==> src/rtl/seq_det_pkg.sv <==
// seq_det_pkg: shared FSM state type, reset defaults and width helper for seq_detector_param
package seq_det_pkg;
    typedef enum logic [1:0] {HUNT = 2'd0, CMP = 2'd1, MATCH = 2'd2} state_t;
    localparam int DEF_MAX_LEN = 8;
    localparam int DEF_CNT_W = 8;
    localparam logic [DEF_MAX_LEN-1:0] DEF_PATTERN = 8'b0000_1011;
    localparam int DEF_LEN = 4;
    localparam logic DEF_OVERLAP = 1'b1;
    function automatic int len_w(input int max_len);
        return $clog2(max_len + 1);
    endfunction
endpackage

==> src/rtl/seq_hist_shreg.sv <==
// seq_hist_shreg: serial history shift register with saturating fill counter
module seq_hist_shreg import seq_det_pkg::*; #(
    parameter int MAX_LEN = DEF_MAX_LEN,
    parameter int LW = len_w(MAX_LEN)
) (
    input  logic               clk,
    input  logic               reset_n,
    input  logic               i_clr,
    input  logic               i_en,
    input  logic               i_x,
    input  logic               i_fill_clr,
    output logic [MAX_LEN-1:0] o_hist_next,
    output logic [LW-1:0]      o_fill,
    output logic [LW-1:0]      o_fill_next
);
    // The oldest bit is never compared again once shifted, so only MAX_LEN-1 bits are stored
    logic [MAX_LEN-2:0] r_hist;
    logic [LW-1:0]      r_fill;
    assign o_hist_next = {r_hist, i_x};
    assign o_fill      = r_fill;
    assign o_fill_next = (r_fill == LW'(MAX_LEN)) ? r_fill : r_fill + 1'b1;
    always_ff @(posedge clk or negedge reset_n) begin
        if (!reset_n) begin
            r_hist <= '0;
            r_fill <= '0;
        end else if (i_clr) begin
            r_hist <= '0;
            r_fill <= '0;
        end else if (i_en) begin
            r_hist <= o_hist_next[MAX_LEN-2:0];
            r_fill <= i_fill_clr ? '0 : o_fill_next;
        end
    end
endmodule

==> src/rtl/seq_detector_param.sv <==
// seq_detector_param: run-time programmable serial pattern detector with saturating match counter
module seq_detector_param #(
    parameter int                 MAX_LEN     = seq_det_pkg::DEF_MAX_LEN,
    parameter int                 CNT_W       = seq_det_pkg::DEF_CNT_W,
    parameter logic [MAX_LEN-1:0] DEF_PATTERN = MAX_LEN'(seq_det_pkg::DEF_PATTERN),
    parameter int                 DEF_LEN     = seq_det_pkg::DEF_LEN,
    parameter logic               DEF_OVERLAP = seq_det_pkg::DEF_OVERLAP,
    localparam int                LW          = seq_det_pkg::len_w(MAX_LEN)
) (
    input  logic               clk,
    input  logic               reset_n,
    input  logic               en,
    input  logic               x,
    input  logic               cfg_load,
    input  logic [MAX_LEN-1:0] cfg_pattern,
    input  logic [LW-1:0]      cfg_len,
    input  logic               cfg_overlap,
    input  logic               cnt_clr,
    output logic               z,
    output logic [CNT_W-1:0]   match_cnt,
    output logic               cfg_err
);
    import seq_det_pkg::*;
    logic [MAX_LEN-1:0] r_pattern;
    logic [LW-1:0]      r_len;
    logic               r_overlap;
    state_t             r_state;
    state_t             w_state_next;
    logic               w_cfg_ok;
    logic               w_load;
    logic               w_bit;
    logic               w_match;
    logic [MAX_LEN-1:0] w_hist_next;
    logic [MAX_LEN-1:0] w_mask;
    logic [LW-1:0]      w_fill;
    logic [LW-1:0]      w_fill_next;
    assign w_cfg_ok = (cfg_len != '0) && (cfg_len <= LW'(MAX_LEN));
    assign w_load   = cfg_load && w_cfg_ok;
    // Any cfg_load, accepted or not, discards the bit offered in the same cycle
    assign w_bit    = en && !cfg_load;
    for (genvar i = 0; i < MAX_LEN; i++) begin : g_mask
        assign w_mask[i] = LW'(i) < r_len;
    end
    assign w_match = w_bit && (w_fill_next >= r_len) && (((w_hist_next ^ r_pattern) & w_mask) == '0);
    seq_hist_shreg #(.MAX_LEN(MAX_LEN), .LW(LW)) u_hist (
        .clk        (clk),
        .reset_n    (reset_n),
        .i_clr      (w_load),
        .i_en       (w_bit),
        .i_x        (x),
        .i_fill_clr (w_match && !r_overlap),
        .o_hist_next(w_hist_next),
        .o_fill     (w_fill),
        .o_fill_next(w_fill_next)
    );
    always_comb begin
        w_state_next = w_load ? HUNT
                     : w_match ? MATCH
                     : w_bit ? ((w_fill_next >= r_len) ? CMP : HUNT)
                     : (r_state == MATCH) ? ((w_fill >= r_len) ? CMP : HUNT)
                     : r_state;
    end
    always_ff @(posedge clk or negedge reset_n) begin
        if (!reset_n) begin
            r_pattern <= DEF_PATTERN;
            r_len     <= LW'(DEF_LEN);
            r_overlap <= DEF_OVERLAP;
            r_state   <= HUNT;
            match_cnt <= '0;
            cfg_err   <= 1'b0;
        end else begin
            if (w_load) begin
                r_pattern <= cfg_pattern;
                r_len     <= cfg_len;
                r_overlap <= cfg_overlap;
            end
            r_state   <= w_state_next;
            cfg_err   <= cfg_load && !w_cfg_ok;
            match_cnt <= cnt_clr ? '0 : (w_match && match_cnt != '1) ? match_cnt + 1'b1 : match_cnt;
        end
    end
    assign z = (r_state == MATCH);
endmodule

==> config.mk <==
export PLATFORM = sky130hd
export DESIGN_NAME = seq_detector_param
export DESIGN_NICKNAME = d
export VERILOG_FILES = /design/src/rtl/seq_det_pkg.sv /design/src/rtl/seq_hist_shreg.sv /design/src/rtl/seq_detector_param.sv
export SDC_FILE = /design/constraint.sdc
export NUM_CORES = 1
export LEC_CHECK = 0
export BUFFER_PORTS_ARGS = -buffer_cell sky130_fd_sc_hd__buf_2
export CAP_MARGIN = 10
export CELL_PAD_IN_SITES_DETAIL_PLACEMENT = 0
export CELL_PAD_IN_SITES_GLOBAL_PLACEMENT = 1
export CORE_MARGIN = 2
export CORE_UTILIZATION = 25
export DETAILED_ROUTE_END_ITERATION = 8
export PLACE_DENSITY = 0.49
export SYNTH_ARGS = -nofsm -noshare
export SYNTH_HDL_FRONTEND = slang
export SYNTH_HIERARCHICAL = 1
export SYNTH_SLANG_ARGS = --single-unit
==> constraint.sdc <==
create_clock -name clk -period 2.8 [get_ports clk]
set_input_delay 0.28 -clock clk [delete_from_list [all_inputs] [get_ports clk]]
set_output_delay 0.28 -clock clk [all_outputs]
set_load 0.02 [all_outputs]
* Yosys cells after proc, flatten, opt, wreduce, memory -nomap -nowiden *
Index checks and enable logic that the tools add are counted.

operators by class
  add/sub/neg operators = 2
  $mul = 0
  divide/modulo/power cells = 0
  $lt $le $gt $ge = 11
  equality and inequality tests = 3
  shifts and indexed selects = 0
  multiplexer cells = 14
  bitwise gates (word level) = 2
  reductions and logical operators = 16

operators by type and width
  cell                   count
  $lt A3 B4 Y1 const A   4
  $mux W4                4
  $mux W8                2
  $mux W7                2
  $add A8 B1 Y8 const B  1
  $and A8 B8 Y8          1
  $ge A4 B4 Y1           2
  $logic_and A1 B1 Y1    8
  $logic_not A8 Y1       1
  $lt A1 B4 Y1 const A   2
  $lt A2 B4 Y1 const A   2
  $mux W2                4
  $ne A8 B8 Y1 const B   1
  $reduce_bool A4 Y1     2
  $xor A8 B8 Y8          1
  $add A4 B1 Y4 const B  1
  $eq A4 B4 Y1 const B   1
  $le A4 B4 Y1 const B   1
  $reduce_bool A2 Y1     2
  $logic_not A1 Y1       3
  $eq A2 B2 Y1 const B   1
  $mux W1                2

storage, ports and cells
  flip-flop bits (word level) = 35
  latch bits = 0
  memory bits (writable) = 0
  memory bits (read-only) = 0
  input port bits = 19
  output and inout bits = 10
  logic and storage cells = 56
  memories kept = 0

* Longest topological paths before layout *
Gate-level depths: netlist (run 1).

  depth after elaboration = 9
  mapped depth = 14
  depth with buffers taken out = 14

* Cells and area by module *
Netlist (run 1), hierarchy kept.

modules (own cells, without submodules)
  module              instances  cells an instance  area an instance (µm²)  seq. area each (µm²)
  seq_detector_param  1          156                1422.6                  606.8
  seq_hist_shreg      1          57                 568.0                   275.3

* Least setup slack after synthesis (run 1) *
No wires, ideal clock.

  path type = reg-to-reg
  from = reg u_hist.r_fill[0] (netlist: u_hist/o_fill[0])
  to = reg u_hist.r_fill[0] (netlist: u_hist/o_fill[0])
  setup time = 0.084 ns
  data arrival time = 2.769 ns
  required time = 2.716 ns
  slack = -0.053 ns
  cell stages (with the launch flop) = 15
  buffers on the path = 0
  period minus slack after synthesis = 2.853 ns
  path through = dfrtp_1 -> inv_1 -> ha_1 -> and3b_1 -> xnor2_1 -> inv_1 -> ha_1 -> nand2b_1 -> a2111o_1 -> and4_4 -> nand2_1 -> nor2_1 -> nand2b_1 -> or3_1 -> a31oi_1

on the way
  longest elaborated chain between the ends = 9
  elaborated cells on any way between the ends = 10
  those cells by class = add/sub (1); order compare (1); eq/ne (1); mux (4); reduce/logical (3)

ends and longest elaborated chain
  what                                           RTL line                  source
  start, declared                                seq_hist_shreg.sv:18      logic [LW-1:0] r_fill;
  start signal, assigned                         seq_hist_shreg.sv:31      r_fill <= i_fill_clr ? '0 : o_fill_next;
  $add A4 B1 Y4 or $eq A4 B4 Y1 (tied branches)  seq_hist_shreg.sv:21      assign o_fill_next = (r_fill == LW'(MAX_LEN)) ? r_fill : r_fill + 1'b1;
  $mux W4 (*)                                    seq_hist_shreg.sv:21
  named net w_fill_next[0]                       seq_detector_param.sv:36  logic [LW-1:0] w_fill_next;
  $ge A4 B4 Y1                                   seq_detector_param.sv:44  assign w_match = w_bit && (w_fill_next >= r_len) && (((w_hist_next ^ r_pattern) & w_mask) == '0);
  $logic_and A1 B1 Y1 (2 in a row)               seq_detector_param.sv:44
  $logic_and A1 B1 Y1                            seq_detector_param.sv:51  .i_fill_clr (w_match && !r_overlap),
  $mux W4 (*)                                    seq_hist_shreg.sv:31
  $mux W4 (*)                                    seq_hist_shreg.sv:29      end else if (i_en) begin
  $mux W4 (*)                                    seq_hist_shreg.sv:26      end else if (i_clr) begin

The timed path passes the listed nets; every way through them passes the cells marked *. The select of a mux whose other input is x is not followed.
A chain may end at the register's enable or synchronous reset.

* Final worst setup path (run 1) *
Same ends and word-level chain as after synthesis.

==> results of run 1 <==
-- area by class of cell --
| cell class | count | area share (%) |
|---|---|---|
| clock inverter | 1 | 0.206 |
| sequential | 35 | 36.3 |
| tap | 102 | 5.25 |
| multi-input combinational | 159 | 43.6 |
| clock buffer | 7 | 3.14 |
| timing repair buffer | 40 | 9.47 |
| inverter | 13 | 2.01 |
-- cells in the mapped netlist (5+ instances only) --
cell,count,area (um^2)
or3_1,5,31.3
o21ai_0,8,40.0
inv_1,12,45.0
xnor2_1,8,70.1
xor2_1,5,43.8
nor2_1,17,63.8
dfrtp_1,30,751
a21oi_1,14,70.1
nand3_1,6,30.0
nand2b_1,5,31.3
nand2_1,37,139
mux2i_1,9,90.1
ha_1,11,138
dfstp_2,5,131
-- metal layers --
metal / vias to the layer above / routed length (um) / share of wire (%) / global-route usage [%]
met5: - / 0 / 0 / 0
met4: 0 / 30 / 0.62 / 2.94
met3: 2 / 208 / 4.3 / 2.58
met2: 32 / 2190 / 45 / 19.0
met1: 756 / 2390 / 50 / 16.7
li1: 814 / - / - / -
-- sequential cells by signal, summed over array words and instances, names as in the netlist --
register / count
r_len: 4
r_overlap: 1
u_hist/o_fill: 4
u_hist/r_hist: 7
r_pattern: 8
match_cnt: 8
r_state: 2
cfg_err: 1
-- worst max-delay path by stage --
stage,startpoint,end,slack [ns],cells past startpoint
after floorplan,u_hist/o_fill[0],u_hist/o_fill[0],0.02,14
after global placement,u_hist/o_fill[0],u_hist/o_fill[0],0.06,14
after detailed placement,u_hist/o_fill[0],u_hist/o_fill[0],0.03,14
after CTS,u_hist/o_fill[0],u_hist/o_fill[0],0.01,14
after global routing,u_hist/o_fill[1],u_hist/o_fill[0],-0.08,14
final,u_hist/o_fill[0],u_hist/o_fill[0],0.05,14
-- logic make-up (layout without fill, tap and decap cells) --
family / count (synthesis) / after routing / share of synthesized area (%)
compound gates: 33 / 33 / 10.4
xor+xnor: 13 / 13 / 5.72
fa+ha+maj: 11 / 11 / 6.91
buf+inv: 19 / 61 / 4.21
flops: 35 / 35 / 44.3
mux: 12 / 12 / 6.22
simple gates: 90 / 90 / 22.3
-- critical path: stages, from the launching register on --
cell	delay (ns)
dfrtp_2	0.41
inv_2	0.05
ha_2	0.15
and3b_1	0.18
xnor2_1	0.12
inv_1	0.06
ha_1	0.28
nand2b_4	0.14
a2111o_1	0.38
and4_4	0.17
nand2_2	0.07
nor2_2	0.04
nand2b_4	0.13
or3_4	0.37
a31oi_1	0.13
-- where the power goes --
group	internal (mW)	total, mW	leakage, nW	switching, mW
sequential	0.560	0.602	0.453	0.0417
clock	0.175	0.364	0.0422	0.189
combinational	0.144	0.303	0.647	0.159
-- metrics by stage --
| step | hold slack (ns) | utilization [%] | instance area, um^2 | instances |
|---|---|---|---|---|
| 6_report | 0.0808 | 31.5 | 2430 | 357 |
| 5_1_grt | 0.159 | 31.5 | 2430 | 357 |
| 4_1_cts | 0.123 | 30.9 | 2390 | 356 |
| 3_5_place_dp | 0.440 | 29.9 | 2310 | 348 |
| 3_3_place_gp | 0.444 | 29.9 | 2310 | 348 |
| 2_1_floorplan | -0.0156 | - | 1990 | 213 |
-- repair_timing --
action	4_1_cts	5_1_grt
setup buffers	0	1
setup endpoints to repair	0	4
resized for setup	0	8
==> flow_summary.json, run 1 <==
{
  "wl_per_cell_um": 13.5,
  "final_cell_mix": "nand2_1 (36), dfrtp_1 (29), buf_2 (28)",
  "fmax_mhz": 364,
  "final_common_cell": "nand2_1",
  "num_vias": 1604,
  "cts_sinks": 35,
  "cts_tree": "yes",
  "powerDensity_nw_per_um2": 522,
  "row_count": 32,
  "root_buffer": "clkbuf_8",
  "power_mw": 1.27,
  "nFillCells": 852,
  "path_class": "flip-flop to flip-flop",
  "ys.flop_type": "dfrtp_1",
  "die_width_um": 93.2,
  "r2r-end": "u_hist/o_fill[0]",
  "port_buffers": 28,
  "yosysSeqAreaShare_pct": 44.3,
  "gp_congestion": 0.733,
  "multi_input_comb_area_um2": 1060,
  "antenna_found_initial": 0,
  "dp_hpwl_um": 3440,
  "cts_made_buffers": 5,
  "rr_worst_depth": 14,
  "num_antenna_cells": 0,
  "synth_edf_count": 0,
  "core_area_um2": 7730,
  "detail_route.drc_violations": 0,
  "fin_ws_ns": 0.0511,
  "arrival_ns": 2.96,
  "cp.required_ns": 3.01,
  "end_kind": "flip-flop",
  "synthDistinctLibCells": 42,
  "grt_max_degree": 36,
  "grt_overflow": 0,
  "syn_area_per_cell_um2": 9.35,
  "setup_tns_ns": 0,
  "critPathMaxFanout": 2,
  "initial_core_util_pct": 25.8,
  "grt_usage_pct": 12.0,
  "postSynthRegisterBits": 35,
  "yosys_warnings": 6,
  "cts_max_path_buffers": 2,
  "crit_path_start_kind": "flip-flop",
  "drive_above_1_share_pct": 27.5,
  "netlist_area_um2": 1990,
  "die-height_um": 93.2,
  "cts.clk_slew.worst_paths_ns": 0.08,
  "tightest_slew_ns": 0.814,
  "syn_inst": 213,
  "drt_iter0_drc": 82,
  "setup_viol": 0,
  "slew_violations": 0,
  "r2r_start": "u_hist/o_fill[0]",
  "ir_drop_uv": 255,
  "r2r_setup_slack_ns": 0.05,
  "ctsHoldBuffers": 0,
  "maxCapViolations": 0,
  "hold_path.class": "primary input to async pin",
  "fin_crit_ns": 2.75,
  "synth_async_sr_flop_share_pct": 100,
  "slew-limit-headroom_pct": 45.8,
  "seq_area_um2": 883,
  "p_leak_nw": 1.14,
  "hold_viol_final": 0,
  "fin_worst_skew_ns": 0.00625,
  "num_io_pins": 29,
  "syn_to_final_growth_pct": 22.1,
  "routed_via_density": 4.49,
  "syn_nets": 243,
  "clk_latency_ns": 0.28,
  "outcome": "completed",
  "nets": 284,
  "wl_um": 4820,
  "rsz0062_at_grt": "true",
  "grt_pass1_vias": 1629,
  "grt_first_pass_wirelength_um": 8130,
  "htree_levels": 2,
  "die_area_um2": 8690,
  "pre_cts_ws_ns": 0.0271,
  "ant_nets": 0,
  "period_share_pct": 98.2,
  "firstDrtPassIters": 5
}
Power figures use the tool's default switching activity.
==> run 2, diff against run 1 <==
Settings changed: ABC_AREA set to 1, CORE_UTILIZATION 25 to 30, PLACE_DENSITY 0.49 to 0.59.
==> flow_summary.json, run 2 <==
{
  "outcome": "completed",
  "setup_tns_ns": 0,
  "r2r_setup_slack_ns": 0.34,
  "grt_usage_pct": 13.1,
  "wl_um": 4950,
  "final_core_util_pct": 35.5,
  "fin_crit_ns": 2.46,
  "synth_top_family_by_area": "simple AND/OR/NAND/NOR gates",
  "end_kind": "flip-flop",
  "yosys.area.top_type": "dfrtp_1",
  "crit_top_cell": "nand2_1",
  "top_regs": "match_cnt: 8 flops, r_pattern: 8 flops, u_hist/r_hist: 7 flops",
  "muxShareOfSynthArea_pct": 0,
  "arrival_ns": 2.64,
  "pre_cts_ws_ns": 0.342,
  "antenna_found_initial": 0,
  "ir_drop_uv": 241,
  "syn_nets": 332,
  "grt_pass1_vias": 1728,
  "synth_edf_count": 0,
  "drive_above_1_share_pct": 17.9,
  "startpoint": "u_hist/o_fill[0]",
  "hold-worst-slack_ns": 0.0852,
  "row_count": 31,
  "nets": 365,
  "grt_first_pass_wirelength_um": 8580,
  "powerDensity_nw_per_um2": 503,
  "cp_cell_sequence": "inv_1, ha_1, nand2_1, nor2_1, nand2_1, and2_1, inv_1, ha_1, nand4_1, nand3_1, nand2_1, inv_1, nand3_2, nor2_1, nor2_4, nand3_1, nand2_1",
  "clk_latency_ns": 0.28,
  "critPathMaxStageDelay_ns": 0.45,
  "syn_to_final_growth_pct": 15.2,
  "gp_congestion": 0.719,
  "synth_area_leaders": "dfrtp_1 (34%), nand2_1 (15%), inv_1 (9.6%), ha_1 (6.2%), dfstp_2 (5.9%)",
  "synth_compound_area_share_pct": 7.16,
  "cts.clk_slew.worst_paths_ns": 0.07,
  "cp_num_cells": 17,
  "detail_route.drc_violations": 0,
  "die-height_um": 90.3,
  "dp_hpwl_um": 3770,
  "fmax_mhz": 406,
  "stdcell_count": 435,
  "syn_inst": 302,
  "p_leak_nw": 1.41,
  "hold_viol_final": 0,
  "postCtsSetupBuffers": 0,
  "crit_path_end": "u_hist/o_fill[0]",
  "initial_core_util_pct": 30.8,
  "cts_max_path_buffers": 2,
  "cts_sinks": 35,
  "synth_xor_area_share_pct": 1.57,
  "synthAdderAreaFrac_pct": 6.16,
  "cp_top_family": "simple AND/OR/NAND/NOR gates",
  "crit_path_start_kind": "flip-flop",
  "postSynthRegisterBits": 35,
  "ys.flop_type": "dfrtp_1",
  "yosys_warnings": 6,
  "num_io_pins": 29,
  "synth_top_area_share_pct": 33.6,
  "tightest_slew_ns": 0.813,
  "cp_num_buf_inv": 3,
  "htree_levels": 2,
  "maxCapViolations": 0,
  "r2r_start": "u_hist/o_fill[0]",
  "setup_viol": 0,
  "final_cell_mix": "nand2_1 (92), inv_1 (57), dfrtp_1 (30)",
  "cts_resized": 0,
  "hold_path.class": "primary input to async pin",
  "yosys.area_share.simple_pct": 34.6,
  "path_class": "flip-flop to flip-flop",
  "fin_worst_skew_ns": 0.00360,
  "rsz0062_at_grt": "false",
  "final_common_cell": "nand2_1",
  "slowest_stage": "dfrtp_1",
  "grt_max_degree": 36,
  "cts_tree": "yes",
  "cts_made_buffers": 5,
  "yosysSeqAreaShare_pct": 39.5,
  "routed_via_density": 4.31,
  "port_buffers": 28,
  "grt_overflow": 0,
  "syn_area_per_cell_um2": 7.40,
  "netlist_top_cells_count": "nand2_1 (92), inv_1 (57), dfrtp_1 (30)",
  "drt_iter0_drc": 72,
  "critPathMaxFanout": 7,
  "wl_per_cell_um": 11.4,
  "core_area_um2": 7250,
  "root_buffer": "clkbuf_8",
  "die_area_um2": 8160,
  "die_width_um": 90.3,
  "slew_violations": 0,
  "synth_async_sr_flop_share_pct": 100,
  "synth.most_common_cell": "nand2_1",
  "firstDrtPassIters": 5,
  "r2r-end": "u_hist/o_fill[0]",
  "cp.required_ns": 2.98,
  "num_antenna_cells": 0,
  "period_share_pct": 88.0,
  "post-place-cells": 427,
  "ctsHoldBuffers": 0,
  "netlist_area_um2": 2240,
  "num_vias": 1873,
  "slew-limit-headroom_pct": 45.8,
  "ant_nets": 0,
  "fin_ws_ns": 0.336,
  "synthDistinctLibCells": 27,
  "rr_worst_depth": 17
}
[run 2: routing by layer]
| metal | wire length (um) | share of wire, % | global-route usage [%] | vias to the layer above |
|---|---|---|---|---|
| met5 | 0 | 0 | 0 | - |
| met4 | 44 | 0.89 | 3.08 | 0 |
| met3 | 180 | 3.6 | 2.92 | 5 |
| met2 | 2130 | 43 | 19.4 | 33 |
| met1 | 2600 | 53 | 19.4 | 824 |
| li1 | - | - | - | 1011 |
[run 2: cells by family (layout without fill, tap and decap cells)]
| logic type | count (synthesis) | after routing |
|---|---|---|
| adders and majority gates | 11 | 11 |
| DFF | 35 | 35 |
| buffers and inverters | 64 | 98 |
| xor gates and xnor gates | 4 | 4 |
| and+or+nand+nor | 160 | 160 |
| AOI/OAI and AO/OA | 28 | 28 |
[run 2: worst min-delay path by stage]
stage               slack [ns]               end  cells after the start
floorplan                -0.02           cfg_err                      0
global placement          0.45  u_hist/o_fill[2]                      1
detailed placement        0.44      r_pattern[7]                      1
CTS                       0.13      r_pattern[4]                      1
global route              0.16      r_pattern[2]                      1
finish                    0.09      r_pattern[4]                      1
[run 2: worst register-to-register path: cells and delay by family, from the launching register on]
kind	cells	cell delay (ns)
DFF	1	0.45
buffers and inverters	3	0.28
and+or+nand+nor	12	1.16
adders and majority gates	2	0.47
[run 2: metrics by stage]
stage | total power, mW | area, um^2
floorplan | 0.859 | 2240
global placement | 0.957 | 2490
detailed placement | 0.957 | 2490
CTS | 1.32 | 2570
global route | 1.40 | 2570
finish | 1.30 | 2570
[run 2: layout make-up]
| type | count | area, um^2 |
|---|---|---|
| fill | 801 | 4680 |
| sequential | 35 | 882 |
| inverter | 60 | 225 |
| multi-input combinational | 203 | 1110 |
| timing repair buffer | 30 | 155 |
| clock buffer | 7 | 76.3 |
| tap | 99 | 124 |
| clock inverter | 1 | 5.00 |
[run 2: report_power, final]
| part | switching (mW) | leakage [nW] | internal, mW | total [mW] |
|---|---|---|---|---|
| Combinational | 0.214 | 0.918 | 0.124 | 0.339 |
| Clock | 0.179 | 0.0422 | 0.175 | 0.354 |
| Sequential | 0.0446 | 0.453 | 0.558 | 0.603 |
